--- config.mk ---
export PLATFORM = sky130hd
export DESIGN_NAME = tpu_out_engine_flat
export DESIGN_NICKNAME = d
export VERILOG_FILES = /design/src/rtl/tpu_out_engine_if.sv /design/src/rtl/tpu_out_engine.sv /design/src/flat_wrapper.sv
export SDC_FILE = /design/constraint.sdc
export NUM_CORES = 2
export LEC_CHECK = 0
export ABC_AREA = 1
export CORE_MARGIN = 2
export CORE_UTILIZATION = 39
export DETAILED_ROUTE_END_ITERATION = 7
export PLACE_DENSITY = 0.65
export SYNTH_ARGS = -nofsm -noshare
export SYNTH_HDL_FRONTEND = slang
export SYNTH_SLANG_ARGS = --single-unit
--- constraint.sdc ---
create_clock -name clk -period 3.2 [get_ports clk]
set_input_delay 0.64 -clock clk [delete_from_list [all_inputs] [get_ports clk]]
set_output_delay 0.64 -clock clk [all_outputs]
set_load 0.01 [all_outputs]
--- src/rtl/tpu_out_engine_if.sv ---
// ---------------------------------------------------------------------------
// tpu_out_engine_if
//
// Purpose: bundles the row-input stream and the SRAM write-out bus of the
// TPU output engine so a single port carries the whole datapath boundary.
//
// Handshake: a row transfers on a rising clk edge where in_valid and in_ready
// are both 1. in_valid/in_data come from the array side. in_ready comes from
// the engine and does not depend combinationally on in_valid. in_valid may be
// raised or dropped freely; nothing is stored while in_ready is 0.
//
// Signals:
//   in_valid           row on in_data is valid
//   in_data            ARRAY_SIZE lanes of ACC_WIDTH signed accumulators
//   in_ready           engine accepts a row this cycle
//   sram_write_enable  one-hot write strobe, bit s writes set s
//   sram_wdata         ARRAY_SIZE lanes of OUTPUT_DATA_WIDTH signed outputs
//   sram_waddr         shared write address
//
// Modports: slave = engine side, master = array/SRAM environment side.
// ---------------------------------------------------------------------------
interface tpu_out_engine_if #(
  parameter int ARRAY_SIZE        = 8,
  parameter int ACC_WIDTH         = 21,
  parameter int OUTPUT_DATA_WIDTH = 16,
  parameter int NUM_SETS          = 3,
  parameter int ADDR_WIDTH        = 6
);
  logic                                    in_valid;
  logic [ARRAY_SIZE*ACC_WIDTH-1:0]         in_data;
  logic                                    in_ready;
  logic [NUM_SETS-1:0]                     sram_write_enable;
  logic [ARRAY_SIZE*OUTPUT_DATA_WIDTH-1:0] sram_wdata;
  logic [ADDR_WIDTH-1:0]                   sram_waddr;

  modport slave (
    input  in_valid, in_data,
    output in_ready, sram_write_enable, sram_wdata, sram_waddr
  );

  modport master (
    output in_valid, in_data,
    input  in_ready, sram_write_enable, sram_wdata, sram_waddr
  );
endinterface

--- src/rtl/tpu_out_engine.sv ---
// ---------------------------------------------------------------------------
// tpu_out_engine
//
// Purpose: output stage of the TPU datapath. Accepts accumulator rows, applies
// a rounding (half-up) arithmetic right shift per lane, narrows each lane to
// OUTPUT_DATA_WIDTH and writes the row to one of NUM_SETS SRAM channels with
// auto-incrementing addresses. Rows fill set 0 addresses 0..ROWS_PER_SET-1,
// then set 1, and so on. A job is framed by start / busy / done.
//
// Optional feature macro: TPU_OUT_SAT_EN
//   defined   -> lanes saturate to the signed OUTPUT_DATA_WIDTH range
//   undefined -> lanes keep their low OUTPUT_DATA_WIDTH bits (wrap)
//
// Ports:
//   clk        sole clock, rising edge
//   srst       synchronous active-high reset, priority over everything
//   start      single-cycle job start, honoured only in IDLE
//   shift      right-shift amount, captured (clamped to ACC_WIDTH-1) on start
//   bus        tpu_out_engine_if.slave: row stream in, SRAM write bus out
//   busy       high from the cycle after an accepted start until done
//   done       single-cycle pulse at job end
//   dbg_state  current FSM state (0 IDLE, 1 RUN, 2 DRAIN, 3 DONE)
// ---------------------------------------------------------------------------
module tpu_out_engine #(
  parameter int ARRAY_SIZE        = 8,
  parameter int ACC_WIDTH         = 21,
  parameter int OUTPUT_DATA_WIDTH = 16,
  parameter int NUM_SETS          = 3,
  parameter int ROWS_PER_SET      = 8,
  parameter int ADDR_WIDTH        = 6
) (
  input  logic                  clk,
  input  logic                  srst,
  input  logic                  start,
  input  logic [4:0]            shift,
  tpu_out_engine_if.slave       bus,
  output logic                  busy,
  output logic                  done,
  output logic [1:0]            dbg_state
);

  localparam int SET_W = (NUM_SETS > 1) ? $clog2(NUM_SETS) : 1;
  localparam int QW    = ACC_WIDTH + 1;        // rounding headroom
  localparam int OW    = OUTPUT_DATA_WIDTH;
  localparam int DW    = ARRAY_SIZE * ACC_WIDTH;
  localparam int WW    = ARRAY_SIZE * OW;

  localparam logic [SET_W-1:0]      LAST_SET = SET_W'(NUM_SETS - 1);
  localparam logic [ADDR_WIDTH-1:0] LAST_ROW = ADDR_WIDTH'(ROWS_PER_SET - 1);

  typedef enum logic [1:0] {
    S_IDLE  = 2'd0,
    S_RUN   = 2'd1,
    S_DRAIN = 2'd2,
    S_DONE  = 2'd3
  } state_t;

  state_t                 state_q;
  logic                   in_ready_q;
  logic                   busy_q;
  logic                   done_q;
  logic [4:0]             shift_q;
  logic [SET_W-1:0]       set_cnt_q;
  logic [ADDR_WIDTH-1:0]  row_cnt_q;

  // Stage 1: accepted row and its (set,row) tag
  logic                   s1_valid_q;
  logic [DW-1:0]          s1_data_q;
  logic [SET_W-1:0]       s1_set_q;
  logic [ADDR_WIDTH-1:0]  s1_row_q;

  // Stage 2: write-out registers
  logic [NUM_SETS-1:0]    we_q;
  logic [WW-1:0]          wdata_q;
  logic [ADDR_WIDTH-1:0]  waddr_q;

  logic                   accept;
  logic                   last_beat;
  logic [4:0]             shift_clamped;

  assign accept        = in_ready_q && bus.in_valid;
  assign last_beat     = accept && (set_cnt_q == LAST_SET) && (row_cnt_q == LAST_ROW);
  assign shift_clamped = (int'(shift) > ACC_WIDTH - 1) ? 5'(ACC_WIDTH - 1) : shift;

  // -------------------------------------------------------------------------
  // Requantisation of the stage-1 row
  // -------------------------------------------------------------------------
  logic [WW-1:0]          q_row;
  logic [NUM_SETS-1:0]    we_row;
  logic signed [QW-1:0]   rnd_v;
  logic signed [QW-1:0]   ext_v;
  logic signed [QW-1:0]   r_v;
  logic signed [QW-1:0]   q_v;
  logic [QW-OW:0]         hi_v;
  logic [OW-1:0]          n_v;

  always_comb begin
    q_row = '0;
    ext_v = '0;
    r_v   = '0;
    q_v   = '0;
    hi_v  = '0;
    n_v   = '0;
    rnd_v = (shift_q != 5'd0) ? (QW'(1) <<< (shift_q - 5'd1)) : '0;
    for (int l = 0; l < ARRAY_SIZE; l++) begin
      ext_v = {s1_data_q[l*ACC_WIDTH + ACC_WIDTH - 1], s1_data_q[l*ACC_WIDTH +: ACC_WIDTH]};
      r_v   = ext_v + rnd_v;
      q_v   = r_v >>> shift_q;
      // Bits from the output sign position upward must all agree for q to
      // fit in OW bits without loss.
      hi_v  = q_v[QW-1:OW-1];
`ifdef TPU_OUT_SAT_EN
      if ((&hi_v) || !(|hi_v)) begin
        n_v = q_v[OW-1:0];
      end else if (q_v[QW-1]) begin
        n_v = {1'b1, {(OW-1){1'b0}}};
      end else begin
        n_v = {1'b0, {(OW-1){1'b1}}};
      end
`else
      n_v = q_v[OW-1:0];
`endif
      q_row[l*OW +: OW] = n_v;
    end
  end

  always_comb begin
    we_row = '0;
    for (int s = 0; s < NUM_SETS; s++) begin
      we_row[s] = (s1_set_q == SET_W'(s));
    end
  end

  // -------------------------------------------------------------------------
  // FSM, counters and pipeline
  // -------------------------------------------------------------------------
  always_ff @(posedge clk) begin
    if (srst) begin
      state_q    <= S_IDLE;
      in_ready_q <= 1'b0;
      busy_q     <= 1'b0;
      done_q     <= 1'b0;
      shift_q    <= '0;
      set_cnt_q  <= '0;
      row_cnt_q  <= '0;
      s1_valid_q <= 1'b0;
      s1_data_q  <= '0;
      s1_set_q   <= '0;
      s1_row_q   <= '0;
      we_q       <= '0;
      wdata_q    <= '0;
      waddr_q    <= '0;
    end else begin
      s1_valid_q <= accept;
      if (accept) begin
        s1_data_q <= bus.in_data;
        s1_set_q  <= set_cnt_q;
        s1_row_q  <= row_cnt_q;
        if (row_cnt_q == LAST_ROW) begin
          row_cnt_q <= '0;
          set_cnt_q <= set_cnt_q + SET_W'(1);
        end else begin
          row_cnt_q <= row_cnt_q + ADDR_WIDTH'(1);
        end
      end

      // Empty stage 1 is a bubble: no strobe, data/address keep last value.
      we_q <= s1_valid_q ? we_row : '0;
      if (s1_valid_q) begin
        wdata_q <= q_row;
        waddr_q <= s1_row_q;
      end

      done_q <= 1'b0;
      case (state_q)
        S_IDLE: begin
          if (start) begin
            state_q    <= S_RUN;
            in_ready_q <= 1'b1;
            busy_q     <= 1'b1;
            shift_q    <= shift_clamped;
            set_cnt_q  <= '0;
            row_cnt_q  <= '0;
          end
        end
        S_RUN: begin
          if (last_beat) begin
            state_q    <= S_DRAIN;
            in_ready_q <= 1'b0;
          end
        end
        S_DRAIN: begin
          // Stage 1 empty means stage 2 is issuing the final write now, so
          // both stages are empty in the next cycle, which is the DONE cycle.
          if (!s1_valid_q) begin
            state_q <= S_DONE;
            busy_q  <= 1'b0;
            done_q  <= 1'b1;
          end
        end
        S_DONE: begin
          state_q <= S_IDLE;
        end
        default: begin
          state_q <= S_IDLE;
        end
      endcase
    end
  end

  assign bus.in_ready          = in_ready_q;
  assign bus.sram_write_enable = we_q;
  assign bus.sram_wdata        = wdata_q;
  assign bus.sram_waddr        = waddr_q;
  assign busy                  = busy_q;
  assign done                  = done_q;
  assign dbg_state             = state_q;

endmodule

--- src/flat_wrapper.sv ---
// flat-port wrapper written by rule: the top's interface ports become plain ports
module tpu_out_engine_flat 
#(
  parameter int ARRAY_SIZE        = 8,
  parameter int ACC_WIDTH         = 21,
  parameter int OUTPUT_DATA_WIDTH = 16,
  parameter int NUM_SETS          = 3,
  parameter int ROWS_PER_SET      = 8,
  parameter int ADDR_WIDTH        = 6
)
  (clk, srst, start, shift, busy, done, dbg_state, bus_in_valid, bus_in_data, bus_in_ready, bus_sram_write_enable, bus_sram_wdata, bus_sram_waddr);
  tpu_out_engine_if #(.ARRAY_SIZE(ARRAY_SIZE), .ACC_WIDTH(ACC_WIDTH), .OUTPUT_DATA_WIDTH(OUTPUT_DATA_WIDTH), .NUM_SETS(NUM_SETS), .ADDR_WIDTH(ADDR_WIDTH)) bus_i ();
  input  logic clk;
  input  logic srst;
  input  logic start;
  input  logic [4:0] shift;
  output logic busy;
  output logic done;
  output logic [1:0] dbg_state;
  input wire logic [$bits(bus_i.in_valid)-1:0] bus_in_valid;
  input wire logic [$bits(bus_i.in_data)-1:0] bus_in_data;
  output wire logic [$bits(bus_i.in_ready)-1:0] bus_in_ready;
  output wire logic [$bits(bus_i.sram_write_enable)-1:0] bus_sram_write_enable;
  output wire logic [$bits(bus_i.sram_wdata)-1:0] bus_sram_wdata;
  output wire logic [$bits(bus_i.sram_waddr)-1:0] bus_sram_waddr;
  assign bus_i.in_valid = bus_in_valid;
  assign bus_i.in_data = bus_in_data;
  assign bus_in_ready = bus_i.in_ready;
  assign bus_sram_write_enable = bus_i.sram_write_enable;
  assign bus_sram_wdata = bus_i.sram_wdata;
  assign bus_sram_waddr = bus_i.sram_waddr;
  tpu_out_engine #(.ARRAY_SIZE(ARRAY_SIZE), .ACC_WIDTH(ACC_WIDTH), .OUTPUT_DATA_WIDTH(OUTPUT_DATA_WIDTH), .NUM_SETS(NUM_SETS), .ROWS_PER_SET(ROWS_PER_SET), .ADDR_WIDTH(ADDR_WIDTH)) u_core (.clk(clk), .srst(srst), .start(start), .shift(shift), .bus(bus_i), .busy(busy), .done(done), .dbg_state(dbg_state));
endmodule
-- Yosys cells after proc, flatten, opt, wreduce, memory -nomap -nowiden
Index checks and enable logic that the tools add are counted.
- bits in registers: 332
- bits of input ports: 177
- output and inout port bits: 142
- add/subtract/negate cells: 11
- magnitude comparators: 1
- equality and inequality tests: 10
- shifts and indexed selects: 9
- multiplexer cells: 20
- bitwise gates (word level): 2
- reduce and logical (&&, ||, !) cells: 14
- operators by type and width (cell ; count):
    $add 21x22->22 ; 8
    $sshr 22x5->16 ; 8
    $mux 6 ; 4
    $mux 22 ; 1
    $sshl 1x5->22 const A ; 1
    $mux 2 ; 7
    $reduce_and 3->1 ; 3
    $eq 2x2->1 const B ; 4
    $pmux 2 s4 ; 1
    $add 6x1->6 const B ; 1
    $eq 6x3->1 const B ; 1
    $gt 5x5->1 const B ; 1
    $mux 5 ; 1
    $reduce_bool 5->1 ; 1
    $sub 5x1->5 const B ; 1
    $eq 2x1->1 const B ; 2
    $logic_not 2->1 ; 2
    $mux 1 ; 4
    $ne 2x2->1 const B ; 2
    $pmux 1 s2 ; 2
    $reduce_bool 2->1 ; 2
    $reduce_or 2->1 ; 2
    $logic_and 1x1->1 ; 3
    $add 2x1->2 const B ; 1
    other kinds (3) ; 4

-- Longest topological paths before layout
- word-level depth: 5
- mapped depth: 27

-- Worst setup path before layout
Ideal clock, no wire load.
- kind: reg2reg
- start point: register u_core.shift_q[2]
- end point: register u_core.wdata_q[55], in the netlist u_core.bus.sram_wdata[55]
- data arrival time: 2927 ps
- setup slack: 159 ps
- stages on the path, launching flop included: 18
- path buffers: 1
- clock period less this slack: 3041 ps
- cells stage by stage: dfxtp_1 -> buf_8 -> nor2_8 -> nand2_1 -> nor3_1 -> ha_1 -> inv_1 -> nor3_1 -> inv_1 -> nor2_1 -> nand4_1 -> nand4_1 -> nand3_1 -> nand3_1 -> nand2_1 -> o21ai_1 -> nor2_1 -> o21a_1
- cells in the longest elaborated chain, start to end: 5
- elaborated cells on any way between the ends: 6
- RTL lines (element ; RTL line ; text):
    from (decl) ; tpu_out_engine.sv:62 ; logic [4:0] shift_q;
    from (signal assigned) ; tpu_out_engine.sv:181 ; shift_q <= shift_clamped;
    $sub 5x1->5 ; tpu_out_engine.sv:104 ; rnd_v = (shift_q != 5'd0) ? (QW'(1) <<< (shift_q - 5'd1)) : '0;
    $sshl 1x5->22 ; tpu_out_engine.sv:104 ;
    $mux 22 ; tpu_out_engine.sv:104 ;
    $add 21x22->22 ; tpu_out_engine.sv:107 ; r_v = ext_v + rnd_v;
    $sshr 22x5->16 * ; tpu_out_engine.sv:108 ; q_v = r_v >>> shift_q;
    to (signal assigned) ; tpu_out_engine.sv:170 ; wdata_q <= q_row;
    to (decl) ; tpu_out_engine.sv:74 ; logic [WW-1:0] wdata_q;
Every way passes the cells marked *; elsewhere a longest branch is shown, timed or not.
A chain may end at the register's enable or synchronous reset.

-- Worst setup path after layout
- start point: register u_core.shift_q[1]
- end point: register u_core.wdata_q[96], in the netlist u_core.bus.sram_wdata[96]
The elaborated chain is that of the path after synthesis.

==> metrics.md <==
| Metric | Value |
|---|---|
| Worst hold path class | `reg -> reg` |
| Top cell type's share of synthesized area | `0.2141` |
| Cell accounting for the most synthesized area | `dfxtp_1` |
| Cell count after placement | `between 7k and 8k` |
| Most frequent cells in the layout | `nand2_1 (1497), nand3_1 (953), buf_4 (728)` |
| Dpl hpwl | `125300 um` |
| Result of the run | `finished with violations` |
| Skew-Pair Late Insertion Delay | `a little over 0.6 ns` |
| Cell repeated most along the worst path | `nand2_2` |
| Clock buffer depth | `3` |
| Cell-by-cell trace of the critical path | `nor2_4 -> nand2_2 -> nand2_2 -> buf_6 -> nor3_4 -> buf_12 -> buf_6 -> ha_4 -> buf_4 -> a21oi_4 -> buf_4 -> o31ai_1 -> a21oi_1 -> nand3_1 -> nand2_2 -> nand2_2 -> buf_4 -> nand2_1 -> o21ai_1 -> a21oi_2 -> a31oi_1` |
| Startpoint type of the worst setup path | `flop` |
| Number of vias in the routed layout | `approximately 42k` |
| Effective utilization at floorplan | `0.3936` |
| Source of the worst register-to-register timing path | `u_core.shift_q[1]$_SDFFE_PP0P_` |
| Final worst setup slack | `-0.1296 ns` |
| Post-Syn Area per Cell | `about 5.6 um^2` |
| Largest cells by area after synthesis | `dfxtp_1 (21%), nand2_1 (20%), nand3_1 (18%)` |
| Core Region | `between 70000 and 80000 um^2` |
| Cells after synthesis | `roughly 5.6k` |
| Number of standard cells in the layout, taps in and fillers out | `~7.6k` |
| Critical path endpoint category | `flop` |
| Final Routed Wirelength | `between 150000 and 200000 um` |
| Hold-fix buffers, CTS | `0` |
| Bufs and invs on worst path | `6` |
| First-pass GRT wire length | `234400 um` |
| Total Die Area | `~82000 um^2` |
| Setup clock skew after layout | `0.03327 ns` |
| Proportion of layout cells with a drive suffix above 1 | `0.2323` |
| Antenna violations before repair | `1` |
| Number of inserted filler cells in the final layout | `8024` |
| Actual slew at the worst max-slew pin | `1.244 ns` |
| Final core utilization | `0.5732` |
| RSZ-0062 raised after global routing | `true` |
| Final worst path period share | `1.040` |
| CTS tree | `built` |
| Final non-filler cell area | `about 45000 um^2` |
| Placer congestion estimate | `about 1.1` |
| Fraction of registers with async set or reset after synthesis | `0` |
| Number of failing setup endpoints in the final timing report | `80` |
| Total power density per cell area | `approximately 500 nW/um^2` |
| Number of global-route vias before repair | `39.65k` |
| Number of nets in the synthesized netlist | `around 5.8k` |
| Post-synth EDFFs | `0` |
| Timing startpoint of the critical path | `u_core.shift_q[1]$_SDFFE_PP0P_` |
| Overall die height | `286.1 um` |
| Hold path startpoint | `u_core.s1_set_q[0]$_SDFFE_PP0P_` |
| Leakage power total | `~21 nW` |
| Minimum period implied by the final worst setup slack | `around 3.3 ns` |
| Largest net degree at the start of global routing | `roughly 130` |
| CP Data Arrival Time | `3.81 ns` |
| Residual DRC | `0` |
| Clk sink count | `roughly 330` |
| Worst-case headroom to the max-slew limit | `0.1704` |
| Final hold violation count | `0` |
| Count of buffers inserted at the top-level ports | `between 300 and 400` |
| Worst hold slack | `0.4145 ns` |
| CP max FO | `5` |
| Post-synthesis cell area | `31040 um^2` |
| Via density per instance | `approximately 5.6` |
| Placed inst area | `roughly 40000 um^2` |
| Count of nets after finishing | `a little under 7k` |
| Overflow left after global routing | `0` |
| Antenna-violating nets left | `0` |
| Dominant register cell in the synthesized netlist | `dfxtp_1` |
| Largest incremental delay on the critical path | `approximately 0.4 ns` |
| Synthesized flop and latch total | `approximately 330` |
| Iteration-0 DRC count of the detailed router | `4724` |
| Violated checks | `negative setup slack` |
| Root buffer selected by CTS | `clkbuf_16` |
| Synthesis warning total | `0` |
| Leading cell type in the layout, fill and taps excluded | `nand2_1` |
| Area Growth Syn to Fin | `45.62%` |
| Cts bufs inserted | `43` |
| Clock transition at the registers of the reported paths | `approximately 0.060 ns` |
| Max-slew violation count | `0` |
| Chip width | `between 200 and 300 um` |
| Maximum ir drop on the vdd rail | `around 0.00049 V` |
| Slowest library cell on the worst path | `dfxtp_4` |
| Worst path required time | `between 3 and 4 ns` |
| Total of max-cap violations | `0` |
| Maximum level of the CTS H-tree | `2` |
| Ports placed on the boundary | `roughly 320` |
| Rows | `just over 100` |
| Kind of critical path | `reg -> reg` |
| Gate family responsible for the most delay along the worst path | `simple AND/OR/NAND/NOR gates` |
| DR WL/cell | `~21 um` |
| Count of cell types in the netlist | `49` |
| Post-synthesis sequential area ratio | `0.2141` |
| Tot GR Track Use | `0.3753` |
| Number of iterations in the first detailed-routing pass | `6` |
| Highest clock frequency the design can meet | `300.3 MHz` |
==> per-stage QoR <==
stage | power (mW) | TNS [ns] | setup slack, ns
2_1_floorplan | 11.33 | 0 | 0.1585
3_3_place_gp | 15.85 | -20.18 | -0.4353
3_5_place_dp | 15.91 | -21.65 | -0.4249
4_1_cts | 21.63 | -0.04775 | -0.02022
5_1_grt | 23.67 | -26.47 | -0.3171
6_report | 22.47 | -4.690 | -0.1296
==> worst reg2reg max path, cell delays in order, from the launching register on <==
cell	delay, ns
dfxtp_4	0.40
nor2_4	0.07
nand2_2	0.10
nand2_2	0.09
buf_6	0.14
nor3_4	0.29
buf_12	0.22
buf_6	0.13
ha_4	0.19
buf_4	0.15
a21oi_4	0.15
buf_4	0.12
o31ai_1	0.05
a21oi_1	0.18
nand3_1	0.11
nand2_2	0.09
nand2_2	0.09
buf_4	0.15
nand2_1	0.08
o21ai_1	0.09
a21oi_2	0.21
a31oi_1	0.11
==> what timing repair did <==
action	4_1_cts	5_1_grt
setup buffers	21	17
gates resized for setup	234	402
endpoints found under the setup margin	127	128
pin swaps	71	179
==> metal layers <==
metal | global-route usage | up-vias | part of all wire
met5 | 0 | - | 0
met3 | 0.04380 | 453 | 0.075
met1 | 0.4638 | 19480 | 0.40
met4 | 0.2694 | 0 | 0.087
li1 | - | 20310 | -
met2 | 0.6061 | 1902 | 0.44
==> cells by family after synthesis <==
logic type / share of synthesized area
simple gates: 0.4851
fa+ha+maj: 0.03103
buf+inv: 0.1082
xor+xnor: 0.01580
mux: 0.0006449
compound gates: 0.1452
flops: 0.2141
==> where the power goes <==
group	total, mW	switching, mW	internal [mW]	leakage, nW
Sequential	5.32	0.571	4.75	2.70
Clock	5.34	2.22	3.13	0.714
Combinational	11.8	7.26	4.54	17.8
Total	22.5	10.0	12.4	21.2
==> worst paths after layout <==
path | to | slack, ns | depth (start not counted)
setup / recovery | u_core.bus.sram_wdata[96]$_SDFFE_PP0P_ | -0.13 | 21
hold / removal | u_core.bus.sram_write_enable[0]$_SDFF_PP0_ | 0.41 | 1
hold reg to reg | u_core.bus.sram_write_enable[0]$_SDFF_PP0_ | 0.41 | 1
setup reg to reg | u_core.bus.sram_wdata[96]$_SDFFE_PP0P_ | -0.13 | 21
==> synthesized netlist by cell type, types with 21 or more instances <==
cell type	number
a31oi_1	78
xor2_1	43
inv_1	581
nor2_2	40
nor2_1	453
nor3_1	26
nand2_1	1637
o21ai_0	366
nand4_1	77
o21ai_1	36
buf_1	71
dfxtp_1	332
ha_1	77
nand2_2	21
nand3_1	1094
a21oi_1	310
clkbuf_1	144
==> layout make-up <==
class	count	area [um^2]	share of cell area
inverter	605	2300	0.05087
tap	1050	1314	0.02906
clock inverter	24	319.1	0.007058
multi-input combinational	4405	23460	0.5190
antenna	2	5.005	0.0001107
sequential	332	6669	0.1475
clock buffer	53	1185	0.02621
timing repair buffer	1121	9951	0.2201
==> registers in the layout, summed over array words and instances, names as in the netlist <==
register	cells
u_core.busy	1
u_core.dbg_state	2
u_core.s1_data_q	168
u_core.bus.sram_waddr	6
u_core.s1_set_q	2
u_core.s1_row_q	6
u_core.set_cnt_q	2
u_core.shift_q	5
u_core.row_cnt_q	6
u_core.bus.sram_wdata	128
u_core.bus.sram_write_enable	3
u_core.done	1
u_core.s1_valid_q	1
u_core.bus.in_ready	1
Note: power is estimated with default switching activity, not from simulation.
